<file path="config.mk">
export PLATFORM = sky130hd
export DESIGN_NAME = fp_class_norm
export DESIGN_NICKNAME = d
export VERILOG_FILES = /design/src/rtl/fp_class_pkg.sv /design/src/rtl/fp_class_decode.sv /design/src/rtl/fp_class_norm.sv
export SDC_FILE = /design/constraint.sdc
export NUM_CORES = 1
export LEC_CHECK = 0
export ABC_AREA = 1
export ABC_CLOCK_PERIOD_IN_PS = 5800
export CAP_MARGIN = 20
export CORE_ASPECT_RATIO = 0.6
export CORE_MARGIN = 1
export CORE_UTILIZATION = 60
export DETAILED_ROUTE_END_ITERATION = 16
export HOLD_SLACK_MARGIN = 0.03
export PLACE_DENSITY_LB_ADDON = 0.25
export RECOVER_POWER = 100
export SYNTH_ARGS = -nofsm -noshare
export SYNTH_HDL_FRONTEND = slang
export SYNTH_HIERARCHICAL = 1
export SYNTH_SLANG_ARGS = --single-unit
</file>
<file path="constraint.sdc">
create_clock -name clk -period 5.8 [get_ports clk]
set_clock_uncertainty 0.05 [all_clocks]
set_input_delay 1.16 -clock clk [delete_from_list [all_inputs] [get_ports clk]]
set_output_delay 1.16 -clock clk [all_outputs]
set_load 0.02 [all_outputs]
</file>
<file path="src/rtl/fp_class_pkg.sv">
// Shared constants, FSM state type and parameter helpers for the FP
// classifier / normaliser.
package fp_class_pkg;

  localparam int CLS_W    = 6;
  localparam int CLS_SNAN = 5;
  localparam int CLS_QNAN = 4;
  localparam int CLS_INF  = 3;
  localparam int CLS_ZERO = 2;
  localparam int CLS_SUB  = 1;
  localparam int CLS_NORM = 0;

  typedef enum logic [1:0] {
    ST_IDLE = 2'd0,
    ST_NORM = 2'd1,
    ST_DONE = 2'd2
  } fp_state_e;

  function automatic int fp_bias(input int exp_w);
    return (32'sd1 <<< (exp_w - 32'sd1)) - 32'sd1;
  endfunction

  function automatic int fp_steps(input int man_w);
    return $clog2(man_w + 32'sd1);
  endfunction

endpackage

</file>
<file path="src/rtl/fp_class_decode.sv">
// Combinational field splitter and one-hot classifier; also produces the
// final exponent/significand for every class except subnormal.
module fp_class_decode
  import fp_class_pkg::*;
#(
  parameter int EXP_W = 5,
  parameter int MAN_W = 10
) (
  input  logic [EXP_W+MAN_W:0]  f_i,
  output logic                  sign_o,
  output logic [CLS_W-1:0]      class_o,
  output logic signed [EXP_W+1:0] exp_o,
  output logic [MAN_W:0]        sig_o,
  output logic                  is_sub_o
);

  localparam int XW = EXP_W + 2;
  localparam logic signed [XW-1:0] BIAS_X = XW'(fp_bias(EXP_W));

  logic [EXP_W-1:0] exp_f_s;
  logic [MAN_W-1:0] frac_s;
  logic             exp_ones_s;
  logic             exp_zero_s;
  logic             frac_zero_s;

  assign sign_o      = f_i[EXP_W+MAN_W];
  assign exp_f_s     = f_i[EXP_W+MAN_W-1 -: EXP_W];
  assign frac_s      = f_i[MAN_W-1:0];
  assign exp_ones_s  = &exp_f_s;
  assign exp_zero_s  = ~|exp_f_s;
  assign frac_zero_s = ~|frac_s;
  assign is_sub_o    = class_o[CLS_SUB];

  // One-hot class selection
  always_comb begin
    class_o = '0;
    if (exp_ones_s) begin
      if (frac_zero_s) begin
        class_o[CLS_INF] = 1'b1;
      end else if (frac_s[MAN_W-1]) begin
        class_o[CLS_QNAN] = 1'b1;
      end else begin
        class_o[CLS_SNAN] = 1'b1;
      end
    end else if (exp_zero_s) begin
      if (frac_zero_s) begin
        class_o[CLS_ZERO] = 1'b1;
      end else begin
        class_o[CLS_SUB] = 1'b1;
      end
    end else begin
      class_o[CLS_NORM] = 1'b1;
    end
  end

  // Normals get the bias removed and the hidden bit; everything else is raw
  always_comb begin
    exp_o = $signed({2'b00, exp_f_s});
    sig_o = {1'b0, frac_s};
    if (class_o[CLS_NORM]) begin
      exp_o = $signed({2'b00, exp_f_s}) - BIAS_X;
      sig_o = {1'b1, frac_s};
    end else begin
      exp_o = $signed({2'b00, exp_f_s});
      sig_o = {1'b0, frac_s};
    end
  end

endmodule

</file>
<file path="src/rtl/fp_class_norm.sv">
// Classifies an IEEE-754-style operand and normalises subnormals with a
// log-step shifter, one power-of-two step per NORM cycle.
module fp_class_norm
  import fp_class_pkg::*;
#(
  parameter int EXP_W = 5,
  parameter int MAN_W = 10
) (
  input  logic                    clk,
  input  logic                    rst_n,
  input  logic                    in_valid,
  output logic                    in_ready,
  input  logic [EXP_W+MAN_W:0]    in_f,
  output logic                    out_valid,
  input  logic                    out_ready,
  output logic                    out_sign,
  output logic signed [EXP_W+1:0] out_exp,
  output logic [MAN_W:0]          out_sig,
  output logic [CLS_W-1:0]        out_class
);

  localparam int XW  = EXP_W + 2;
  localparam int SW  = MAN_W + 1;
  localparam int S   = fp_steps(MAN_W);
  localparam int STW = (S > 1) ? $clog2(S) : 1;
  localparam logic signed [XW-1:0] EMIN_X   = XW'(32'sd1 - fp_bias(EXP_W));
  localparam logic [STW-1:0]       STEP_TOP = STW'(S - 32'sd1);
  localparam logic [STW-1:0]       STEP_ONE = STW'(32'd1);

  fp_state_e state_q, state_d;

  logic                  dec_sign_s;
  logic [CLS_W-1:0]      dec_class_s;
  logic signed [XW-1:0]  dec_exp_s;
  logic [SW-1:0]         dec_sig_s;
  logic                  dec_is_sub_s;

  logic [SW-1:0]         work_sig_q, work_sig_d;
  logic [XW-1:0]         sa_q, sa_d;
  logic [STW-1:0]        step_q, step_d;
  logic                  work_sign_q, work_sign_d;

  logic                  sign_q, sign_d;
  logic signed [XW-1:0]  exp_q, exp_d;
  logic [SW-1:0]         sig_q, sig_d;
  logic [CLS_W-1:0]      class_q, class_d;

  logic [XW-1:0]         step_pow_s;
  logic [SW-1:0]         top_mask_s;
  logic                  top_zero_s;
  logic [SW-1:0]         shift_sig_s;
  logic [XW-1:0]         shift_sa_s;
  logic                  accept_s;

  fp_class_decode #(.EXP_W(EXP_W), .MAN_W(MAN_W)) u_decode (
    .f_i      (in_f),
    .sign_o   (dec_sign_s),
    .class_o  (dec_class_s),
    .exp_o    (dec_exp_s),
    .sig_o    (dec_sig_s),
    .is_sub_o (dec_is_sub_s)
  );

  assign in_ready  = (state_q == ST_IDLE) | ((state_q == ST_DONE) & out_ready);
  assign accept_s  = in_valid & in_ready;
  assign out_valid = (state_q == ST_DONE);
  assign out_sign  = sign_q;
  assign out_exp   = exp_q;
  assign out_sig   = sig_q;
  assign out_class = class_q;

  // Current normalisation step: shift by 2^step if the top 2^step bits are clear
  always_comb begin
    step_pow_s = {{(XW-1){1'b0}}, 1'b1} << step_q;
    top_mask_s = ~({SW{1'b1}} >> step_pow_s);
    top_zero_s = ((work_sig_q & top_mask_s) == '0);
    if (top_zero_s) begin
      shift_sig_s = work_sig_q << step_pow_s;
      shift_sa_s  = sa_q + step_pow_s;
    end else begin
      shift_sig_s = work_sig_q;
      shift_sa_s  = sa_q;
    end
  end

  // Next-state and datapath updates
  always_comb begin
    state_d     = state_q;
    work_sig_d  = work_sig_q;
    sa_d        = sa_q;
    step_d      = step_q;
    work_sign_d = work_sign_q;
    sign_d      = sign_q;
    exp_d       = exp_q;
    sig_d       = sig_q;
    class_d     = class_q;
    case (state_q)
      ST_IDLE, ST_DONE: begin
        if (accept_s) begin
          if (dec_is_sub_s) begin
            state_d     = ST_NORM;
            work_sig_d  = dec_sig_s;
            sa_d        = '0;
            step_d      = STEP_TOP;
            work_sign_d = dec_sign_s;
          end else begin
            state_d = ST_DONE;
            sign_d  = dec_sign_s;
            exp_d   = dec_exp_s;
            sig_d   = dec_sig_s;
            class_d = dec_class_s;
          end
        end else if ((state_q == ST_DONE) && out_ready) begin
          state_d = ST_IDLE;
        end else begin
          state_d = state_q;
        end
      end
      ST_NORM: begin
        work_sig_d = shift_sig_s;
        sa_d       = shift_sa_s;
        if (step_q == '0) begin
          state_d          = ST_DONE;
          sign_d           = work_sign_q;
          exp_d            = EMIN_X - $signed(shift_sa_s);
          sig_d            = shift_sig_s;
          class_d          = '0;
          class_d[CLS_SUB] = 1'b1;
        end else begin
          step_d = step_q - STEP_ONE;
        end
      end
      default: begin
        state_d = ST_IDLE;
      end
    endcase
  end

  // State and datapath registers
  always_ff @(posedge clk) begin
    if (!rst_n) begin
      state_q     <= ST_IDLE;
      work_sig_q  <= '0;
      sa_q        <= '0;
      step_q      <= '0;
      work_sign_q <= 1'b0;
      sign_q      <= 1'b0;
      exp_q       <= '0;
      sig_q       <= '0;
      class_q     <= '0;
    end else begin
      state_q     <= state_d;
      work_sig_q  <= work_sig_d;
      sa_q        <= sa_d;
      step_q      <= step_d;
      work_sign_q <= work_sign_d;
      sign_q      <= sign_d;
      exp_q       <= exp_d;
      sig_q       <= sig_d;
      class_q     <= class_d;
    end
  end

endmodule

</file>
==> results by group <==
Outcome
  • Status: complete, no violations

Timing
  • Crit share post-route: 74.3%
  • Hold Vio Cnt, Final: 0
  • Fin Hold WS: 417 ps
  • Final Slew Violations: 0
  • Slew @ Worst Pin: 874 ps
  • Max frequency: 232 MHz
  • RSZ-0062 raised after global routing: no
  • Slew headroom: 41.6%
  • Tmin final: 4310 ps
  • Final setup fails: 0
  • Setup tns final: 0 ps

Routing
  • Vias: 3501
  • Wire length on met2: 4.01 mm
  • Drt drc: 0
  • DRT Wirelength: 9.29 mm
  • DR top layer: met4
  • Vias per inst: 5.81
  • Initial DRC count: 268
  • DR WL met3: 755 µm
  • Routed len/inst: 15.4 µm
  • Number of nets still failing antenna checks after routing: 0
  • DRT met1 WL: 4.41 mm
  • Pre-antenna DRT Iters: 5

Placement
  • Port bufs: 46
  • Post-DP HPWL: 6.99 mm
  • GP Congestion: 0.951

Power and ir drop
  • Leakage power: 1.75 nW
  • Final Total Pwr: 0.774 mW
  • Worst IR Drop VDD: 0.145 mV
  • Power per cell area: 202 nW/µm²

Critical path
  • Worst EP arrival: 4450 ps
  • CP endpoint kind: register
  • Startpoint types: input port
  • Critical path class: input port to register
  • CP Max Fanout: 34
  • Worst path required time: 5950 ps

Final layout
  • Layout area overhead: 12.8%
  • Layout filler cell count: 432
  • Net count reported at finish: 570
  • Most frequent cells in the layout: 128 x nand2_1, 59 x o21ai_0, 48 x dfxtp_1
  • Commonest non-fill, non-tap cell in the layout: nand2_1
  • Diode count: 0
  • Layout cells sized above 1: 8.19%

Worst hold path
  • Worst min path class: register to register

Logic synthesis
  • Synthesized Nets: 553
  • Share of the synthesized area in the top cell type: 28.2%
  • Avg Cell Area, Syn: 6.54 µm²
  • Seq/Total Area, Yosys: 28.2%
  • Ys async rst share: 0%
  • Synth area leaders: dfxtp_1 28%, nand2_1 14%, o21ai_0 8.5%
  • Distinct cells, synth: 42
  • Synthesized area: 3400 µm²
  • Synth Warn #: 6
  • Top_reg_cell synth: dfxtp_1
  • Largest area contributor in the netlist: dfxtp_1
  • #FFs+latches synth: 48
  • Synthesized netlist cell count: 520
  • Number of synthesized flops with an enable pin: 0

Clock tree
  • CTS root buf: clkbuf_8
  • Worst skew pair latency: 320 ps
  • TritonCTS clock tree: yes
  • Sinks on Clock Net: 48
  • Hold_buf cts: 0
  • Worst-path clk slew: 90 ps
  • Post-CTS Setup Repair Bufs: 0
  • Post_cts resized: 0
  • CTS H-Tree Depth: 2
  • Longest Clk Path Bufs: 2
  • Num CTS Buffers: 5

GRT
  • GRT Overall Usage: 32.7%
  • Vias in the first global route: 3108
  • Gr ovfl total: 0
  • Initial antenna violation count: 0
  • Largest net degree at the start of global routing: 36
  • First-pass GRT wire length: 15.0 mm

Floorplanning
  • Core ar.: 5260 µm²
  • IO Pins: 47
  • Die ar.: 5980 µm²
  • DIE WIDTH: 99.2 µm
  • Initial core utilization: 64.7%
  • Rows: 20
  • Die Ht: 60.3 µm

Flow run
  • Max-cap violations: 0
sequential cells by signal, indices dropped and copies added, names as in the netlist:
| name | cells |
|---|---|
| out_class | 6 |
| step_q | 2 |
| state_q | 2 |
| out_sign | 1 |
| work_sign_q | 1 |
| work_sig_q | 11 |
| sa_q | 7 |
| out_sig | 11 |
| out_exp | 7 |
routing by layer:
layer  vias to the layer above  global-route usage, %
met1                      1609                   45.1
met2                       162                   53.1
met3                        14                   6.20
li1                       1716                      -
met5                         -                      0
met4                         0                   9.03
path summary, 6_finish.rpt:
check | from | end | slack, ps | depth (start not counted)
max | in_f[10] | out_exp[1] | 1490 | 13
min | out_class[2] | out_class[2] | 420 | 2
max reg2reg | step_q[0] | out_exp[1] | 2270 | 8
min reg2reg | out_class[2] | out_class[2] | 420 | 2
worst max-delay path, cell delays in order:
cell and delay (ps):
dlygate4sd3_1 590, ha_1 280, nand3_1 110, inv_1 50, ha_1 220, inv_1 100, nand3_1 100, nor2_1 230
o22ai_1 110, nand2_1 470, inv_1 570, o21ai_0 380, a21oi_1 90
cells by family (layout without fill, tap and decap cells):
family / count (synthesis) / in the layout / share of synthesized area, %
AND/OR/NAND/NOR: 233 / 233 / 31.6
AO/OA/AOI/OAI: 126 / 126 / 20.1
buffers and inverters: 93 / 110 / 13.2
flip-flops: 48 / 48 / 28.2
adder cells (fa/ha/maj): 13 / 13 / 4.78
XOR/XNOR: 7 / 7 / 2.02
area by class of cell:
| cell class | count | area, µm² | area share (%) |
|---|---|---|---|
| Tap cell | 66 | 82.6 | 2.15 |
| Sequential cell | 48 | 961 | 25.0 |
| Timing Repair Buffer | 47 | 468 | 12.2 |
| Multi-Input combinational cell | 379 | 1980 | 51.7 |
| Clock inverter | 2 | 60.1 | 1.57 |
| Clock buffer | 5 | 68.8 | 1.79 |
| Inverter | 56 | 213 | 5.54 |
cells in the mapped netlist, types with 3 or more instances:
cell type and instances:
a21oi_1 46, a31oi_1 3, buf_2 6, buf_4 14, buf_6 5, clkbuf_1 11, dfxtp_1 48, ha_1 13
inv_1 46, inv_2 8, nand2_1 128, nand2_2 7, nand2_4 4, nand3_1 28, nand3_2 4, nand4_1 4
nor2_1 42, nor2_2 5, nor3_1 3, o211ai_1 6, o21ai_0 58, o22ai_1 4, xnor2_1 3, xor2_1 3
report_power, final:
part	switching (mW)	total [mW]	internal, mW
Clock	0.119	0.289	0.170
Sequential	0.00988	0.354	0.344
Combinational	0.0790	0.131	0.0516
per-stage QoR:
step           std cells  util, %  setup slack [ps]  area (µm²)
5_1_grt              603     73.0              1240        3840
4_1_cts              603     73.1              1900        3840
3_3_place_gp         596     70.7              1820        3710
3_5_place_dp         596     70.7              1570        3710
6_report             603     73.0              1490        3840
2_1_floorplan        520        -              2750        3400
Note: power is estimated with default switching activity, not from simulation.
==> RTL edit: new RTL, same flow settings <==
`EXP_W` is set to 5 in 2 places; all go to 10.
--- a/src/rtl/fp_class_decode.sv
+++ b/src/rtl/fp_class_decode.sv
@@ -5,3 +5,3 @@
 #(
-  parameter int EXP_W = 5,
+  parameter int EXP_W = 10,
   parameter int MAN_W = 10
--- a/src/rtl/fp_class_norm.sv
+++ b/src/rtl/fp_class_norm.sv
@@ -5,3 +5,3 @@
 #(
-  parameter int EXP_W = 5,
+  parameter int EXP_W = 10,
   parameter int MAN_W = 10
Interface: changed (resized in_f and out_exp); port bits go from 47 to 57. No check against the original RTL was run, so the function may have changed too.
==> RTL edit against the unedited design <==
Die area up 31%; count of clock-buffer cells in the layout increased by 7; setup slack improved by 270 ps; synthesized area grew 32%; sequential power grew 20%; sequential cell count grew 10; cell area up 37%; utilization increased by 2.8 points; wire length is 46% higher; total power rose by 48%; critical path depth decreased by 2; highest routed layer unchanged.
==> RTL edit: results (changes against the unedited design) <==
drt:
  wl_met1_microns: 6340  # +44%
  wl_met3_microns: 1710  # +130%
  drt_pass1_iterations: 7  # +2
  wl_met2_microns: 5390  # +34%
  drt_iter0_markers: 651  # +140%
  finalWirelength_microns: 13600  # +46%
yosys:
  syn_nets: 758  # +37%
  synth.area.mux_share: 0.00670  # +0.00670
  synthAdderAreaFrac: 0.0391  # -0.00872
  synth_xor_area_frac: 0.0154  # -0.00487
  synth-seq-area-share: 0.259  # -0.0233
  synth_area_leaders: "dfxtp_1 26%, nand2_1 14%, inv_1 7.8%, nor2_1 6.9%, o21ai_0 6.4%"
  synth_compound_area_frac: 0.181  # -0.0199
  synthTopCellsByCount: "170 x nand2_1, 93 x inv_1, 82 x nor2_1"
layout:
  seq_area_frac: 0.221  # -0.0295
  clockBufferCount: 12  # +7
  multi_input_gates: 518  # +37%
  clock_area_frac: 0.0612  # +0.0276
  signal_buffers: 59  # +26%
  nets: 785  # +38%
  drive_above_1_share: 0.0905  # +0.00861
  buf_share: 0.109  # -0.0124
  n_all_inverters: 100  # +79%
placed_design:
  place_ws_ps: 2080  # +518 ps
  place_congestion: 0.919  # -3.3%
  dpl.hpwl_microns: 9550  # +37%
timing:
  tightest_slew_ps: 1260  # +390 ps
  max_freq_ghz: 0.248  # +6.6%
  hold_ws_ps: 419  # +1.79 ps
power_and_ir_drop:
  vdd_drop_max_mv: 0.190  # +31%
  p_leak_nw: 2.67  # +52%
  switching_power_mw: 0.286  # +38%
critical_path:
  critPathLaunch: "in_f[12]"
  crit_end: "out_exp[7]"
  worstReg2RegEnd: "out_exp[8]"
  critical_path.slowest_cell: "clkbuf_1"
worst_hold_path:
  hold_end: "out_exp[10]"
global_routing:
  use_met1: 0.527  # +0.0758
  grt_first_pass_wirelength_microns: 21300  # +42%
  grt_use_met2: 0.513  # -0.0178
  grt_pass1_vias: 4249  # +37%
  track_usage: 0.360  # +0.0328
  use_met3: 0.0962  # +0.0342
  grt_max_degree: 40  # +11%
run_status:
  status: "finished clean"
clock_network:
  clock-sinks: 58  # +21%
  cts-root-buf: "clkbuf_16"
  cts_buffers: 9  # +4
  h-tree-depth: 3  # +1
  path_clk_slew_ps: 50  # -40 ps
==> RTL edit: cell types whose count changed in the layout (fill, tap and decap cells not counted), sizes merged, moves of 5 or more <==
cell / before / now
nor2: 49 / 93
o211ai: 6 / 12
inv: 55 / 100
nand2: 139 / 187
o21bai: 0 / 5
nand3: 33 / 53
dlygate4sd3: 28 / 34
clkbuf: 5 / 14
dfxtp: 48 / 58
==> RTL edit: power groups by stage <==
stage / sequential (mW) / clock, mW / combinational, mW
global route: 0.426 / 0.595 / 0.151
global placement: 0.433 / 0 / 0.138
detailed placement: 0.433 / 0 / 0.142
floorplan: 0.450 / 0 / 0.0616
CTS: 0.425 / 0.576 / 0.144
finish: 0.425 / 0.581 / 0.139
==> RTL edit: critical path, delay by kind of cell <==
family | cells | cell delay (ps)
compound gates | 2 | 170
simple gates | 7 | 1290
buf+inv | 2 | 1550
==> RTL edit: through the flow <==
step,instances,area (sq um)
CTS,851,5270
detailed placement,835,4950
global route,851,5260
floorplan,719,4480
global placement,835,4950
finish,851,5260
